`config.mk`:
```
export PLATFORM = sky130hd
export DESIGN_NAME = ifetch_prefetch
export DESIGN_NICKNAME = d
export VERILOG_FILES = /design/src/rtl/ifetch_prefetch.sv
export SDC_FILE = /design/constraint.sdc
export NUM_CORES = 1
export LEC_CHECK = 0
export ABC_AREA = 1
export ABC_CLOCK_PERIOD_IN_PS = 10350
export CAP_MARGIN = 25
export CORE_MARGIN = 1.5
export CORE_UTILIZATION = 55
export DETAILED_ROUTE_END_ITERATION = 16
export DONT_BUFFER_PORTS = 1
export PLACE_DENSITY = 0.7
export SYNTH_ARGS = -nofsm -noshare
export SYNTH_HDL_FRONTEND = slang
export SYNTH_SLANG_ARGS = --single-unit
```
`constraint.sdc`:
```
create_clock -name clk -period 10.35 [get_ports clk]
set_input_delay 0.5175 -clock clk [delete_from_list [all_inputs] [get_ports clk]]
set_output_delay 0.5175 -clock clk [all_outputs]
set_load 0.02 [all_outputs]
```
`src/rtl/ifetch_prefetch.sv`:
```
// ifetch_prefetch: rv32 instruction fetch front end.
// Holds the fetch PC, issues sequential word requests to instruction memory,
// tracks in-flight request PCs, and buffers returned words in a small FIFO
// delivered to decode through a valid/ready handshake. A redirect flushes
// buffered and in-flight work; late responses to flushed requests are
// discarded through the kill counter.
// Optional feature macro: IFETCH_BYPASS_EN (a live response reaching an empty
// FIFO drives the output in the same cycle).
module ifetch_prefetch #(
  parameter int unsigned DEPTH    = 4,
  parameter logic [31:0] RESET_PC = 32'h0000_0000
) (
  input  logic        clk,
  input  logic        rst_n,
  output logic        imem_req,
  output logic [31:0] imem_addr,
  input  logic        imem_gnt,
  input  logic        imem_rvalid,
  input  logic [31:0] imem_rdata,
  input  logic        redirect,
  input  logic [31:0] redirect_pc,
  output logic        inst_valid,
  output logic [31:0] inst,
  output logic [31:0] inst_pc,
  input  logic        inst_ready
);

  localparam int unsigned AW = (DEPTH > 1) ? $clog2(DEPTH) : 1;
  localparam int unsigned CW = AW + 1;
  localparam logic [CW:0] DEPTH_W = DEPTH[CW:0];

  typedef logic [AW-1:0] ptr_t;
  typedef logic [CW-1:0] cnt_t;

  logic [31:0] fetch_pc_q, fetch_pc_d;
  ptr_t        fifo_wr_q, fifo_wr_d, fifo_rd_q, fifo_rd_d;
  ptr_t        ifq_wr_q, ifq_wr_d, ifq_rd_q, ifq_rd_d;
  cnt_t        count_q, count_d;
  cnt_t        outstanding_q, outstanding_d;
  cnt_t        kill_q, kill_d;

  logic [31:0] fifo_inst_mem [DEPTH];
  logic [31:0] fifo_pc_mem   [DEPTH];
  logic [31:0] ifq_pc_mem    [DEPTH];

  logic [CW:0] credit_used;
  logic        grant, rsp_live, rsp_dead, fifo_empty;
  logic        bypass, xfer, pop, push;
  logic        unused_redirect_lsb;

  // The low PC bits of a redirect target are architecturally zero.
  assign unused_redirect_lsb = ^redirect_pc[1:0];

  // Request side depends on registered state only (plus reset gating).
  assign credit_used = {1'b0, count_q} + {1'b0, outstanding_q};
  assign imem_req    = rst_n & (credit_used < DEPTH_W);
  assign imem_addr   = fetch_pc_q;

  assign grant      = imem_req & imem_gnt;
  assign rsp_live   = imem_rvalid & (kill_q == '0);
  assign rsp_dead   = imem_rvalid & (kill_q != '0);
  assign fifo_empty = (count_q == '0);

`ifdef IFETCH_BYPASS_EN
  assign bypass = fifo_empty & rsp_live & ~redirect;
`else
  assign bypass = 1'b0;
`endif

  assign inst_valid = ~fifo_empty | bypass;
  assign inst       = !fifo_empty ? fifo_inst_mem[fifo_rd_q] :
                      (bypass ? imem_rdata : 32'h0);
  assign inst_pc    = !fifo_empty ? fifo_pc_mem[fifo_rd_q] :
                      (bypass ? ifq_pc_mem[ifq_rd_q] : 32'h0);

  assign xfer = inst_valid & inst_ready;
  assign pop  = xfer & ~fifo_empty;
  // A bypassed word taken by the consumer never enters the FIFO.
  assign push = rsp_live & ~redirect & ~(bypass & inst_ready);

  // Next-state: grants, responses and pops; a redirect overrides everything.
  always_comb begin
    fetch_pc_d    = fetch_pc_q;
    fifo_wr_d     = fifo_wr_q;
    fifo_rd_d     = fifo_rd_q;
    ifq_wr_d      = ifq_wr_q;
    ifq_rd_d      = ifq_rd_q;
    count_d       = count_q + cnt_t'(push) - cnt_t'(pop);
    outstanding_d = outstanding_q + cnt_t'(grant) - cnt_t'(imem_rvalid);
    kill_d        = kill_q;

    if (grant) begin
      fetch_pc_d = fetch_pc_q + 32'd4;
      ifq_wr_d   = ifq_wr_q + ptr_t'(1);
    end
    if (rsp_live) ifq_rd_d = ifq_rd_q + ptr_t'(1);
    if (rsp_dead) kill_d = kill_q - cnt_t'(1);
    if (push) fifo_wr_d = fifo_wr_q + ptr_t'(1);
    if (pop)  fifo_rd_d = fifo_rd_q + ptr_t'(1);

    if (redirect) begin
      fetch_pc_d = {redirect_pc[31:2], 2'b00};
      fifo_wr_d  = '0;
      fifo_rd_d  = '0;
      ifq_wr_d   = '0;
      ifq_rd_d   = '0;
      count_d    = '0;
      // Every request still unanswered after this cycle is now stale.
      kill_d     = outstanding_d;
    end
  end

  // Control state registers with asynchronous active-low reset.
  always_ff @(posedge clk or negedge rst_n) begin
    if (!rst_n) begin
      fetch_pc_q    <= RESET_PC;
      fifo_wr_q     <= '0;
      fifo_rd_q     <= '0;
      ifq_wr_q      <= '0;
      ifq_rd_q      <= '0;
      count_q       <= '0;
      outstanding_q <= '0;
      kill_q        <= '0;
    end else begin
      fetch_pc_q    <= fetch_pc_d;
      fifo_wr_q     <= fifo_wr_d;
      fifo_rd_q     <= fifo_rd_d;
      ifq_wr_q      <= ifq_wr_d;
      ifq_rd_q      <= ifq_rd_d;
      count_q       <= count_d;
      outstanding_q <= outstanding_d;
      kill_q        <= kill_d;
    end
  end

  // Storage writes: request PCs on grant, returned words into the FIFO.
  always_ff @(posedge clk) begin
    if (grant) ifq_pc_mem[ifq_wr_q] <= fetch_pc_q;
    if (push) begin
      fifo_inst_mem[fifo_wr_q] <= imem_rdata;
      fifo_pc_mem[fifo_wr_q]   <= ifq_pc_mem[ifq_rd_q];
    end
  end

endmodule
```
After elaboration in Yosys (flattened, before gate mapping)
Memory sizes are Yosys's and may differ from the RTL's.
Index checks and enable logic that the tools add are counted.
- latch bits: 0
- word-level logic and storage cells: 59
- RAM bits: 384
- memory bits (read-only): 0
- output and inout port bits: 98
- flip-flop bits (word level): 49
- memories kept: 3
- memories (name ; words ; bits a word ; read ports ; clocked after Yosys merged registers in ; write ports ; RTL line ; RTL):
    fifo_inst_mem ; 4 ; 32 ; 1 ; 0 ; 1 ; 42 ; logic [31:0] fifo_inst_mem [DEPTH];
    fifo_pc_mem ; 4 ; 32 ; 1 ; 0 ; 1 ; 43 ; logic [31:0] fifo_pc_mem [DEPTH];
    ifq_pc_mem ; 4 ; 32 ; 1 ; 0 ; 1 ; 44 ; logic [31:0] ifq_pc_mem [DEPTH];
- $lt $le $gt $ge: 1
- reduce and logical (&&, ||, !) cells: 8
- divide/modulo/power cells: 0
- bitwise gates (word level): 9
- add/subtract/negate cells: 11
- multipliers: 0
- equal/unequal tests: 0
- shift-type cells: 0
- multiplexer cells: 19
- operator list (cell ; count):
    $mux 32 ; 4
    $add 32x3->32 const B ; 1
    $mux 2 ; 8
    $reduce_bool 2->1 ; 5
    $mux 3 ; 3
    $add 2x1->2 const B ; 4
    $and 1x1->1 ; 7
    $add 3x1->3 ; 2
    $logic_not 3->1 ; 2
    $sub 3x1->3 ; 2
    $add 3x3->4 ; 1
    $lt 4x3->1 const B ; 1
    $mux 1 ; 4
    $reduce_bool 3->1 ; 1
    $sub 3x1->3 const B ; 1
    $not 1->1 ; 2

Longest topological paths before layout
Gate-level depths: netlist (run 1).
- depth after elaboration: 7
- gate-level depth with buffers: 12
- mapped depth without buffers: 12

Least setup slack after synthesis (run 1)
No wires, ideal clock.
- kind: register to register
- from: register kill_q[0]
- to: memory fifo_inst_mem[0][0], enable pin
- cell stages (with the launch flop): 7
- path slack: 6286 ps
- data arrival time: 3582 ps
- clock period less this slack: 4064 ps
- library setup time: 482 ps
- buffers on the path: 0
- cell sequence: dfrtp_1 -> inv_1 -> ha_1 -> nand3_1 -> nor2_1 -> inv_1 -> nor2_1
- cells in the longest elaborated chain, start to end: 5
- ends and longest elaborated chain (element ; RTL line ; RTL):
    start, declared ; 40 ; cnt_t kill_q, kill_d;
    start signal, assigned ; 132 ; kill_q <= kill_d;
    $logic_not 3->1 ; 60 ; assign rsp_live = imem_rvalid & (kill_q == '0);
    $and 1x1->1 ; 60 ;
    $and 1x1->1 ; 79 ; assign push = rsp_live & ~redirect & ~(bypass & inst_ready);
    $mux 1 ; 139 ; if (push) begin
    $mux 1 (not written as such) ; 140 ; fifo_inst_mem[fifo_wr_q] <= imem_rdata;
    end, declared ; 42 ;
No other way between the ends.

Worst setup path in the final report (run 1)
- from: register fifo_rd_q[1]
- to: output port inst_pc[31]
- cells in the longest elaborated chain, start to end: 2
- ends and longest elaborated chain (element ; RTL line ; RTL):
    start, declared ; 36 ; ptr_t fifo_wr_q, fifo_wr_d, fifo_rd_q, fifo_rd_d;
    start signal, assigned ; 127 ; fifo_rd_q <= fifo_rd_d;
    $mem_v2 4x32 ; -- ;
    $mux 32 ; 73 ; assign inst_pc = !fifo_empty ? fifo_pc_mem[fifo_rd_q] :
    end, declared ; 24 ; output logic [31:0] inst_pc,
No other way between the ends.

==> results.tsv, run 1 <==
metric	value	unit
core	0.03083	mm²
max_cap_viol_count	0	
slew-limit-headroom	32.87	%
initial_core_util	56.27	%
finalCritPeriodShare	35.48	%
grt_pass1_vias	10410	
syn_inst	1511	
p_switching	1502	µW
syn_avg_cell_area	11.48	µm²
die_y	180.6	µm
synth-edff-count	368	
drt_iter0_markers	885	
cts_buffer_depth	3	
ctsResizeCount	0	
stdcell_count	1923	
power-per-cell-area	239.7	mW/mm²
row_count	64	
post-route-drc-count	0	
dpl.cell_count	1847	
grt_pass1_wl	56770	µm
overflow	0	
setup_viol	0	
synth_area	0.01735	mm²
mostFrequentLayoutCell	edfxtp_1	
grt_max_degree	100	
dieArea	0.03261	mm²
drive_gt1_share	7.662	%
fillers	2370	
placed_cell_area	0.01765	mm²
worstPathRequired	9830	ps
worst-path-max-fanout	63	
tns	0	ps
antennaDiodeCount	0	
routed_wl	35740	µm
cts-root-buf	clkbuf_16	
portBuffers	0	
synth-seq-cells	415	
antenna_left	0	
final_cell_mix	edfxtp_1, nor2_1, o21ai_0	
cp.arrival	3150	ps
design_area	0.01896	mm²
cts_max_level	2	
power_frac_comb	22.1	%
skew	14.99	ps
die_w	180.6	µm
maxSlewViolCount	0	
seqPwrFrac	47.6	%
area_growth	9.319	%
clock-sinks	415	
globalplace.congestion	0.8018	
outcome	finished, final reports clean	
num_vias	10700	
fmax	272.3	MHz
min_path_type	in -> reg	
clkTransAtPathRegs	60	ps
rsz0062_at_grt	false	
synth-main-ff-cell	edfxtp_1	
start_kind	flip-flop	
dp_hpwl	19870	µm
switching_share	33.03	%
antenna_found_initial	0	
synthesis.yosys.warnings	0	
cp-end-kind	output pin	
hold_viol	0	
cts-hold-fix-buffers	2	
leakage	0.006738	µW
crit_type	reg -> out	
multi_input_area	0.004514	mm²
vias_per_cell	5.565	
worstSkewPairLatency	530	ps
grtUsageTotal	22.39	%
final.min_clock_period	3672	ps
avgRoutedWirePerCell	18.59	µm
p_int	3044	µW
cts_tree	yes	
async_reset_ff_share	11.33	%
worstMarginPinSlew	1006	ps
postCtsSetupBuffers	0	
register_area	0.01223	mm²
clock_power_share	30.3	%
dr.pass1.iters	5	
ys_types	36	
cts_made_buffers	41	
ys_seq_area_share	70.48	%
ir_drop	0.1199	mV
io_pins	168	
final_nets	1586	
layer usage:
metal	wire length (µm)	part of all wire (%)	global-route usage, %
met5	0	0	0
met4	689	1.9	5.916
met3	2858	8.0	5.598
met2	16890	47	36.42
met1	15310	43	30.35
flip-flops by register name (all words and copies together), names as in the netlist:
name / count
fifo_wr_q: 2
fifo_inst_mem: 128
fifo_pc_mem: 120
imem_addr: 30
ifq_rd_q: 2
ifq_wr_q: 2
count_q: 3
outstanding_q: 3
ifq_pc_mem: 120
kill_q: 3
fifo_rd_q: 2
power by group through the flow:
stage	Clock [µW]	Combinational, µW	Sequential (µW)
5_1_grt	1470	1120	2180
4_1_cts	1410	1010	2160
6_report	1380	1010	2160
3_5_place_dp	0	1000	2200
3_3_place_gp	0	972	2190
2_1_floorplan	0	802	2140
cell families (layout without fill, tap and decap cells):
group                      Yosys count  after routing  share of synthesized area (%)
and+or+nand+nor                    606            606                          14.45
DFF                                415            415                          70.48
other                                1              4                        0.02162
xor gates and xnor gates            10             10                         0.5049
adders and majority gates           19             19                          1.457
buffers and inverters              151            164                          3.787
AOI/OAI and AO/OA                  309            309                          9.290
critical path, stage by stage (launching register included):
cell and delay [ps]:
dfrtp_2 330, buf_4 650, inv_2 310, buf_4 430, nor2_1 160, o21ai_0 90, a21oi_1 620
cell usage after synthesis, types with 2 or more instances:
cell	number	share of area, %
nand2_2	5	0.18
nor2_4	6	0.39
dfrtp_1	47	6.8
inv_2	8	0.17
buf_1	2	0.043
o21bai_1	7	0.30
o211ai_1	2	0.087
o21ai_0	178	5.1
nor2_2	8	0.29
nand2_1	165	3.6
buf_2	17	0.49
nor2_1	348	7.5
o21ai_1	23	0.66
clkbuf_1	42	0.91
buf_4	13	0.56
a21oi_1	67	1.9
xor2_1	4	0.20
nand2_4	4	0.26
clkbuf_2	4	0.12
and2_1	2	0.072
fa_1	2	0.23
buf_6	2	0.13
xnor2_1	6	0.30
inv_1	62	1.3
nand3_1	64	1.8
edfxtp_1	368	64
o22ai_1	30	1.1
ha_1	17	1.2
worst paths after layout:
| check | from | cells past startpoint | slack [ps] | end |
|---|---|---|---|---|
| max in group asynchronous | rst_n | 2 | 9570 | fifo_rd_q[0] |
| setup / recovery | fifo_rd_q[1] | 6 | 6680 | inst_pc[31] |
| min in group asynchronous | rst_n | 2 | 510 | imem_addr[10] |
| hold / removal | redirect | 1 | 70 | count_q[1] |
| hold reg to reg | outstanding_q[1] | 1 | 510 | outstanding_q[2] |
| setup reg to reg | count_q[1] | 11 | 7370 | kill_q[2] |
cell type report:
class | instances | area share (%)
clock buffers | 58 | 6.077
clock inverters | 15 | 0.5146
inverters | 71 | 1.405
multi-input cells | 948 | 23.81
flip-flops and latches | 415 | 64.50
well taps | 396 | 2.613
repair buffers | 20 | 1.082
metrics by stage:
step                      worst slack [ps]  power [µW]  hold WS (ps)  util (%)
after floorplan                       6286        2941         221.9         -
after global placement                7220        3164         223.6     57.18
after detailed placement              7245        3198         223.5     57.24
after CTS                             6672        4580         44.21     61.42
after global routing                  6459        4772         45.92     61.51
final                                 6678        4546         65.37     61.51
No activity file was read; power rests on OpenSTA's default activity.
==> run 2, diff against run 1 <==
--- a/config.mk
+++ b/config.mk
@@ -5,8 +5,8 @@
 export SDC_FILE = /design/constraint.sdc
 export NUM_CORES = 1
 export LEC_CHECK = 0
-export ABC_AREA = 1
-export ABC_CLOCK_PERIOD_IN_PS = 10350
+export ABC_AREA = 0
+export ABC_CLOCK_PERIOD_IN_PS = 3500
 export CAP_MARGIN = 25
 export CORE_MARGIN = 1.5
 export CORE_UTILIZATION = 55
==> constraint.sdc (replaced) <==
create_clock -name clk -period 3.5 [get_ports clk]
set_input_delay 0.175 -clock clk [delete_from_list [all_inputs] [get_ports clk]]
set_output_delay 0.175 -clock clk [all_outputs]
set_load 0.02 [all_outputs]
==> results.tsv, run 2 <==
metric	value	unit	change
worst-path-max-fanout	5		-92%
start_kind	flip-flop		
syn_avg_cell_area	19.10	µm²	+66%
routed_wl	32820	µm	-8.2%
leakage	0.006198	µW	-8.0%
outcome	finished, final reports clean		
globalplace.congestion	0.7985		-0.41%
dpl.cell_count	1230		-33%
maxSlewViolCount	0		unchanged
post-route-drc-count	0		unchanged
antennaDiodeCount	0		unchanged
dp_hpwl	19320	µm	-2.8%
die_y	176.6	µm	-2.2%
cp.arrival	3400	ps	+250 ps
cts_buffer_depth	3		unchanged
synth_area_leaders	edfxtp_1, mux4_2, dfrtp_1, and2_1, ha_1		
mostFrequentLayoutCell	edfxtp_1		
ys_seq_area_share	73.75	%	+3.3 points
p_int	9556	µW	+210%
synth-seq-cells	415		unchanged
die_w	176.6	µm	-2.2%
worstPathRequired	3900	ps	-5930 ps
dr.pass1.iters	5		unchanged
final_nets	1043		-34%
avgRoutedWirePerCell	23.85	µm	+28%
initial_core_util	55.94	%	-0.33 points
drive_gt1_share	18.15	%	+10 points
seqPwrFrac	45.9	%	-1.7 points
synth_common_cells	edfxtp_1, mux4_2, and2_1		
grt_max_degree	65		-35%
worstMarginPinSlew	899.1	ps	-106.8 ps
grt_pass1_wl	51020	µm	-10%
final.min_clock_period	3001	ps	
drt_iter0_markers	662		-25%
clock-sinks	415		unchanged
io_pins	168		unchanged
largest-register	fifo_inst_mem		
antenna_left	0		unchanged
overflow	0		unchanged
synthesis.yosys.warnings	0		unchanged
clock_power_share	32.3	%	+2.0 points
core	0.02964	mm²	-3.9%
yosys.area.top_type	edfxtp_1		
clkTransAtPathRegs	60	ps	about the same
synth_area	0.01658	mm²	-4.4%
p_switching	3872	µW	+160%
final_cell_mix	edfxtp_1, mux4_2, and2_1		
r2r_start	kill_q[0]		
num_vias	8371		-22%
whs	4.800	ps	-60.57 ps
cts_max_level	2		unchanged
cts_made_buffers	42		+2.4%
portBuffers	0		unchanged
fillers	2031		-14%
fin_util	64.64	%	+3.1 points
largest_registers	fifo_inst_mem x128, fifo_pc_mem x120, ifq_pc_mem x120		
max_cap_viol_count	0		unchanged
setup_viol	0		unchanged
hold_viol	0		unchanged
antenna_found_initial	0		unchanged
ir_drop	0.3689	mV	+210%
power-per-cell-area	700.9	mW/mm²	+190%
startpoint	kill_q[0]		
grtUsageTotal	21.75	%	-0.64 points
cp-end-kind	flip-flop		
grt_pass1_vias	8995		-14%
cts-root-buf	clkbuf_16		
syn_inst	868		-43%
worstSkewPairLatency	540	ps	about the same
stdcell_count	1376		-28%
skew	19.66	ps	+4.669 ps
switching_share	28.84	%	-4.2 points
dieArea	0.03119	mm²	-4.4%
cts_tree	yes		
area_growth	15.56	%	
power_frac_comb	21.8	%	-0.3 points
row_count	63		-1.6%
crit_type	reg -> reg		
finalCritPeriodShare	85.74	%	
synth.most_common_cell	edfxtp_1		
synth-main-ff-cell	edfxtp_1		
async_reset_ff_share	11.33	%	unchanged
slew-limit-headroom	40.06	%	+7.2 points
vias_per_cell	6.084		+9.3%
tns	0	ps	unchanged
ctsResizeCount	0		unchanged
worstHoldStart	imem_rvalid		
ys_types	39		+8.3%
synth-edff-count	368		unchanged
fmax	333.2	MHz	
synth_top_area_share	66.66	%	+3.0 points
rsz0062_at_grt	false		
min_path_type	in -> reg		
largest_reg_flops	128		unchanged
==> run 2: changes by cell type after synthesis, moves of 55 or more <==
cell	delta
o21ai_0	-166
a21oi_1	-67
nand2_1	-147
mux4_2	+92
nor2_1	-318
and2_1	+75
nand3_1	-55
==> run 2: timing repair <==
item / in CTS / in global routing
endpoints found under the hold margin: 218 / 0
hold buffers: 70 / 0
endpoints found under the setup margin: 0 / 0
buffers inserted: 0 / 0
==> run 2: cell families after synthesis <==
family | after synthesis | synth area share, %
AOI/OAI and AO/OA | 55 | 2.234
xor gates and xnor gates | 19 | 1.004
adders and majority gates | 19 | 1.525
buffers and inverters | 67 | 1.728
DFF | 415 | 73.75
muxes | 97 | 12.81
other | 1 | 0.02262
and+or+nand+nor | 195 | 6.928
==> run 2: power groups by stage <==
stage	clock network, µW	registers (µW)	logic [µW]
finish	4330	6170	2930
global route	4610	6210	3190
CTS	4410	6180	3010
detailed placement	0	6280	2880
global placement	0	6250	2780
floorplan	0	6070	2440
==> run 2: layout make-up <==
cell class | count | area (µm²) | share of cell area [%]
multi-input cells | 389 | 4083 | 21.31
clock buffers | 58 | 1142 | 5.963
repair buffers | 89 | 945.9 | 4.937
flip-flops and latches | 415 | 12230 | 63.85
clock inverters | 18 | 202.7 | 1.058
inverters | 17 | 63.81 | 0.3331
well taps | 390 | 488.0 | 2.547
==> run 2: worst max-delay path, cell delays in order (launching register included) <==
cell           delay [ps]
dfrtp_1               360
inv_1                 120
ha_1                  190
nand3b_1              240
nor2_1                290
inv_1                  70
ha_1                  270
inv_1                  60
ha_1                  130
inv_1                  50
fa_1                  480
nor2_1                 50
dlygate4sd3_1         570
==> run 2: through the flow <==
stage	total power, µW	setup WS, ps	instance area [µm²]
2_1_floorplan	8508	565.5	16590
6_report	13430	499.2	19160
5_1_grt	14010	264.9	19160
4_1_cts	13600	530.1	19160
3_3_place_gp	9035	814.9	17090
3_5_place_dp	9166	776.0	17090
==> run 2: routing by layer <==
metal	GRT usage (%)	vias up	wire [µm]	part of all wire, %
met4	5.332	0	573	1.7
met5	0	-	0	0
met2	37.43	359	16670	51
met1	28.68	4318	13240	40
met3	4.381	56	2340	7.1
li1	-	3638	-	-
==> run 2: final timing paths <==
path,cells past startpoint,slack [ps],to
max,12,500,count_q[1]
min,3,5,kill_q[2]
max reg2reg,12,500,count_q[1]
min reg2reg,1,560,outstanding_q[0]
max in group asynchronous,2,3080,fifo_rd_q[0]
min in group asynchronous,2,180,imem_addr[5]
